**src/rtl/mem_bus_arbiter.sv**
```systemverilog
// rtl/mem_bus_arbiter.sv - three-way round-robin memory port arbiter and access sequencer
module mem_bus_arbiter #(
  parameter int WAIT_STATES = 1
) (
  input  logic        clk,
  input  logic        reset,
  input  logic [2:0]  req,
  input  logic [2:0]  req_we,
  input  logic [47:0] req_addr,
  input  logic [23:0] req_wdata,
  output logic [2:0]  gnt,
  output logic [2:0]  ack,
  output logic [7:0]  rdata,
  output logic        busy,
  output logic        mem_read,
  output logic        mem_write,
  output logic [15:0] mem_addr,
  output logic [7:0]  mem_wdata,
  input  logic [7:0]  mem_rdata
);

  localparam logic [2:0] LP_WAIT = 3'(WAIT_STATES);

  typedef enum logic {
    ST_IDLE   = 1'b0,
    ST_ACCESS = 1'b1
  } state_t;

  state_t      r_state;
  logic [2:0]  r_cnt;
  logic [1:0]  r_last;

  logic [2:0]  w_elig;
  logic        w_found;
  logic [1:0]  w_pick;
  logic [2:0]  w_pick_onehot;
  logic [15:0] w_addr;
  logic [7:0]  w_wdata;
  logic        w_we;

  // Round-robin pick: search starts just after the last winner; a requester
  // being acked this cycle is excluded so a held req cannot double-grant.
  always_comb begin
    w_elig  = req & ~ack;
    w_found = |w_elig;
    w_pick  = 2'd0;
    case (r_last)
      2'd0: begin
        if (w_elig[1])      w_pick = 2'd1;
        else if (w_elig[2]) w_pick = 2'd2;
        else                w_pick = 2'd0;
      end
      2'd1: begin
        if (w_elig[2])      w_pick = 2'd2;
        else if (w_elig[0]) w_pick = 2'd0;
        else                w_pick = 2'd1;
      end
      default: begin
        if (w_elig[0])      w_pick = 2'd0;
        else if (w_elig[1]) w_pick = 2'd1;
        else                w_pick = 2'd2;
      end
    endcase
    w_pick_onehot = 3'b001 << w_pick;
  end

  // Select the winning requester's address, data and direction.
  always_comb begin
    w_addr  = req_addr[15:0];
    w_wdata = req_wdata[7:0];
    w_we    = req_we[0];
    case (w_pick)
      2'd1: begin
        w_addr  = req_addr[31:16];
        w_wdata = req_wdata[15:8];
        w_we    = req_we[1];
      end
      2'd2: begin
        w_addr  = req_addr[47:32];
        w_wdata = req_wdata[23:16];
        w_we    = req_we[2];
      end
      default: begin
        w_addr  = req_addr[15:0];
        w_wdata = req_wdata[7:0];
        w_we    = req_we[0];
      end
    endcase
  end

  // Sequencer: grant and register the request, hold the strobe for the wait
  // states, then pulse ack and capture read data.
  always_ff @(posedge clk or posedge reset) begin
    if (reset) begin
      r_state   <= ST_IDLE;
      r_cnt     <= 3'd0;
      r_last    <= 2'd2;
      gnt       <= 3'b000;
      ack       <= 3'b000;
      busy      <= 1'b0;
      mem_read  <= 1'b0;
      mem_write <= 1'b0;
      mem_addr  <= 16'h0000;
      mem_wdata <= 8'h00;
      rdata     <= 8'h00;
    end else begin
      ack <= 3'b000;
      case (r_state)
        ST_IDLE: begin
          if (w_found) begin
            mem_addr  <= w_addr;
            mem_wdata <= w_wdata;
            mem_write <= w_we;
            mem_read  <= ~w_we;
            gnt       <= w_pick_onehot;
            busy      <= 1'b1;
            r_cnt     <= LP_WAIT;
            r_last    <= w_pick;
            r_state   <= ST_ACCESS;
          end
        end
        ST_ACCESS: begin
          if (r_cnt != 3'd0) begin
            r_cnt <= r_cnt - 3'd1;
          end else begin
            if (mem_read) begin
              rdata <= mem_rdata;
            end
            ack       <= gnt;
            gnt       <= 3'b000;
            busy      <= 1'b0;
            mem_read  <= 1'b0;
            mem_write <= 1'b0;
            r_state   <= ST_IDLE;
          end
        end
        default: r_state <= ST_IDLE;
      endcase
    end
  end

endmodule

```
**config.mk**
```make
export PLATFORM = sky130hd
export DESIGN_NAME = mem_bus_arbiter
export DESIGN_NICKNAME = d
export VERILOG_FILES = /design/src/rtl/mem_bus_arbiter.sv
export SDC_FILE = /design/constraint.sdc
export NUM_CORES = 1
export LEC_CHECK = 0
export ABC_AREA = 1
export CORE_MARGIN = 8
export CORE_UTILIZATION = 41
export DETAILED_ROUTE_END_ITERATION = 10
export GPL_ROUTABILITY_DRIVEN = 0
export PLACE_DENSITY = 0.85
export SLEW_MARGIN = 20
export SYNTH_ARGS = -nofsm -noshare
export SYNTH_HDL_FRONTEND = slang
export SYNTH_SLANG_ARGS = --single-unit
```
**constraint.sdc**
```tcl
create_clock -name clk -period 2.3 [get_ports clk]
set_input_delay 0.46 -clock clk [delete_from_list [all_inputs] [get_ports clk]]
set_output_delay 0.46 -clock clk [all_outputs]
set_load 0.05 [all_outputs]
```
==> qor.csv <==
stage,metric,value,unit
floorplan,Die H,95.48,µm
critical_path,"CP delay by family, top",buffers and inverters,
floorplan,row count,29,
route,DRT Wirelength,8070,µm
cts,CTS sink cnt,47,
synthesis,"count leader, synth",nand2_1,
min_path,HP Class,input pin to async pin,
critical_path,CP max stage cell,clkdlybuf4s50_1,
critical_path,Critical Path AT,2310,ps
route,Routed Antenna Nets,0,
power,leak pwr,0.001936,µW
sta,Final Hold Fails,0,
route,Via density,4.901,
power,PD cells,1560,nW/µm²
synthesis,"Seq/Total Area, Yosys",45.46,%
global_route,number of global-route vias before repair,2749,
global_route,gr usage total,17.55,%
synthesis,Syn Area/Cell,7.442,µm²
cts,# hold bufs at CTS,0,
route,WL/cell,14.51,µm
synthesis,Synth top area share,44.44,%
route,via total after detailed routing,2725,
power,Max VDD drop,0.0008521,V
synthesis,Post-synth EDFFs,0,
critical_path,Bufs and invs on worst path,4,
floorplan,I/O pins,129,
synthesis,Gate Count Post-Synth,348,
sta,Peak Freq,483.6,MHz
cts,CTS tree,yes,
global_route,antenna violations before repair,0,
synthesis,synth warn,0,
sta,unrepaired setup endpoints after global routing,false,
critical_path,Setup crit end kind,flip-flop,
global_route,GRT Residual Overflow,0,
layout,final core utilization,65.54,%
floorplan,die span in x,95.48,µm
cts,Clock Pin Slew Worst Setup and Hold Paths,90,ps
sta,final worst-path cycle share,89.91,%
synthesis,Unique masters post-synth,21,
floorplan,Initial Util,41.50,%
cts,clock latency on the worst-skew pair,310,ps
power,power consumption,6382,µW
critical_path,worst setup path category,input pin to flip-flop,
cts,Max clock buf depth,2,
global_route,largest net degree at the start of global routing,31,
route,drt pass-1 iters,4,
sta,Worst-Margin Slew,557.6,ps
critical_path,"critical path, cell by cell",clkdlybuf4s50_1 > inv_1 > nor2_2 > nand3_1 > nand3_1 > inv_1 > ha_2 > buf_12 > nor2_1 > a21oi_1 > nand2_1 > nand2_1,
critical_path,CP Launch Type,input pin,
sta,Slew Limit Fails,0,
synthesis,ys flop type,dfrtp_1,
floorplan,core area,6241,µm²
cts,Inserted Clock Buffers,5,
sta,"Min Clock Period, post-route",2068,ps
sta,skew final,8.675,ps
route,# DRC,0,
layout,Area Growth Syn to Fin,57.92,%
layout,antenna diode count,0,
cts,CTS root buffer,clkbuf_8,
synthesis,"top cells by count, synth","nand2_1, a21oi_1, dfrtp_1",
critical_path,CP max stage delay,480,ps
synthesis,Post-Syn Area,2590,µm²
global_route,first-pass GRT wire length,12790,µm
floorplan,die area,9116,µm²
synthesis,synth top area cells,"dfrtp_1, nand2_1, a21oi_1",
layout,layout cells sized above 1,8.351,%
synthesis,Syn Nets,441,
synthesis,Yosys reg bits,47,
route,drt initial violations,144,
cts,H-tree depth,2,
synthesis,Yosys top cell by area,dfrtp_1,
run,Max-Cap Viols,0,
sta,Max-slew headroom,62.71,%
placed_design,input/output buffers,128,
synthesis,"FFs w/ async S/R, synth",100.0,%
placed_design,detailed-placement wirelength estimate,6207,µm
layout,nets,571,
status,status,"complete, no violations",
critical_path,Crit path required time,2540,ps
critical_path,Crit Path Max Fanout,25,
sta,"Setup violations, final",0,
routing by layer:
metal  up-vias  wire, µm  global-route usage, %
met1      1279      3136                  18.62
met2        87      4160                  31.76
met3        12       639                  6.614
met4         0       134                  4.866
met5         -         0                      0
li1       1347         -                      -
registers in the layout, summed over array words and instances (netlist names):
signal and cells:
mem_addr 16, gnt 3, r_cnt 3, r_state 1, r_last 2, mem_write 1
mem_read 1, ack 3, rdata 8, busy 1, mem_wdata 8
cell usage in the layout (no fill, tap or decap):
cell type | netlist | final
clkbuf_8 | 0 | 5
nand3_1 | 21 | 21
inv_8 | 0 | 1
nor3b_1 | 1 | 1
nand2_4 | 3 | 3
nand2_1 | 146 | 146
dfstp_2 | 1 | 1
nand2_2 | 3 | 3
buf_12 | 0 | 2
inv_4 | 2 | 1
inv_2 | 4 | 5
inv_1 | 12 | 11
clkdlybuf4s50_1 | 0 | 128
buf_4 | 7 | 12
nand4_1 | 2 | 2
ha_1 | 5 | 4
bufinv_16 | 0 | 2
nor2_8 | 1 | 1
nor2_2 | 0 | 1
a21oi_1 | 48 | 48
or2_0 | 1 | 1
nor2_1 | 32 | 31
inv_6 | 0 | 1
nand3_2 | 1 | 1
ha_2 | 0 | 1
dfrtp_1 | 46 | 46
through the flow:
step	std cells	hold WS [ps]	area [µm²]	setup WS (ps)	TNS [ps]
detailed placement	548	460.7	3943	-165.8	-3516
floorplan	348	449.1	2590	295.1	0
CTS	556	483.9	4083	146.6	0
global route	556	508.9	4090	40.92	0
finish	556	476.9	4090	232.0	0
global placement	548	453.0	3943	-115.1	-2306
worst paths after layout:
kind,from,to,slack [ps],cells past startpoint
max reg2reg,r_last[1]$_DFFE_PP1P_,mem_addr[8]$_DFFE_PP0P_,430,9
min in group clk,rdata[6]$_DFFE_PP0P_,rdata[6]$_DFFE_PP0P_,480,2
min reg2reg,rdata[6]$_DFFE_PP0P_,rdata[6]$_DFFE_PP0P_,480,2
min,reset,mem_addr[14]$_DFFE_PP0P_,480,2
max in group asynchronous,reset,r_last[1]$_DFFE_PP1P_,1240,3
max,req[1],mem_addr[8]$_DFFE_PP0P_,230,12
kinds of logic after synthesis:
group | after synthesis | synth area share [%]
buffers and inverters | 37 | 8.792
AO/OA/AOI/OAI | 48 | 9.275
AND/OR/NAND/NOR | 211 | 34.06
adder cells (fa/ha/maj) | 5 | 2.415
flip-flops | 47 | 45.46
layout make-up:
type | count | area [µm²]
fill | 525 | 2151
timing repair buffer | 142 | 1411
multi-input combinational | 264 | 1190
sequential | 47 | 1177
tap | 77 | 96.34
inverter | 18 | 75.07
clock inverter | 3 | 71.32
clock buffer | 5 | 68.82
where the power goes:
group          total, µW  switching (µW)  internal (µW)
clock                747             306            441
combinational       4190            2750           1450
sequential          1440             225           1220
timing repair:
action	in CTS	in global routing
setup endpoints to repair	0	26
setup buffers	0	0
gates resized for setup	0	3
Power figures use the tool's default switching activity.
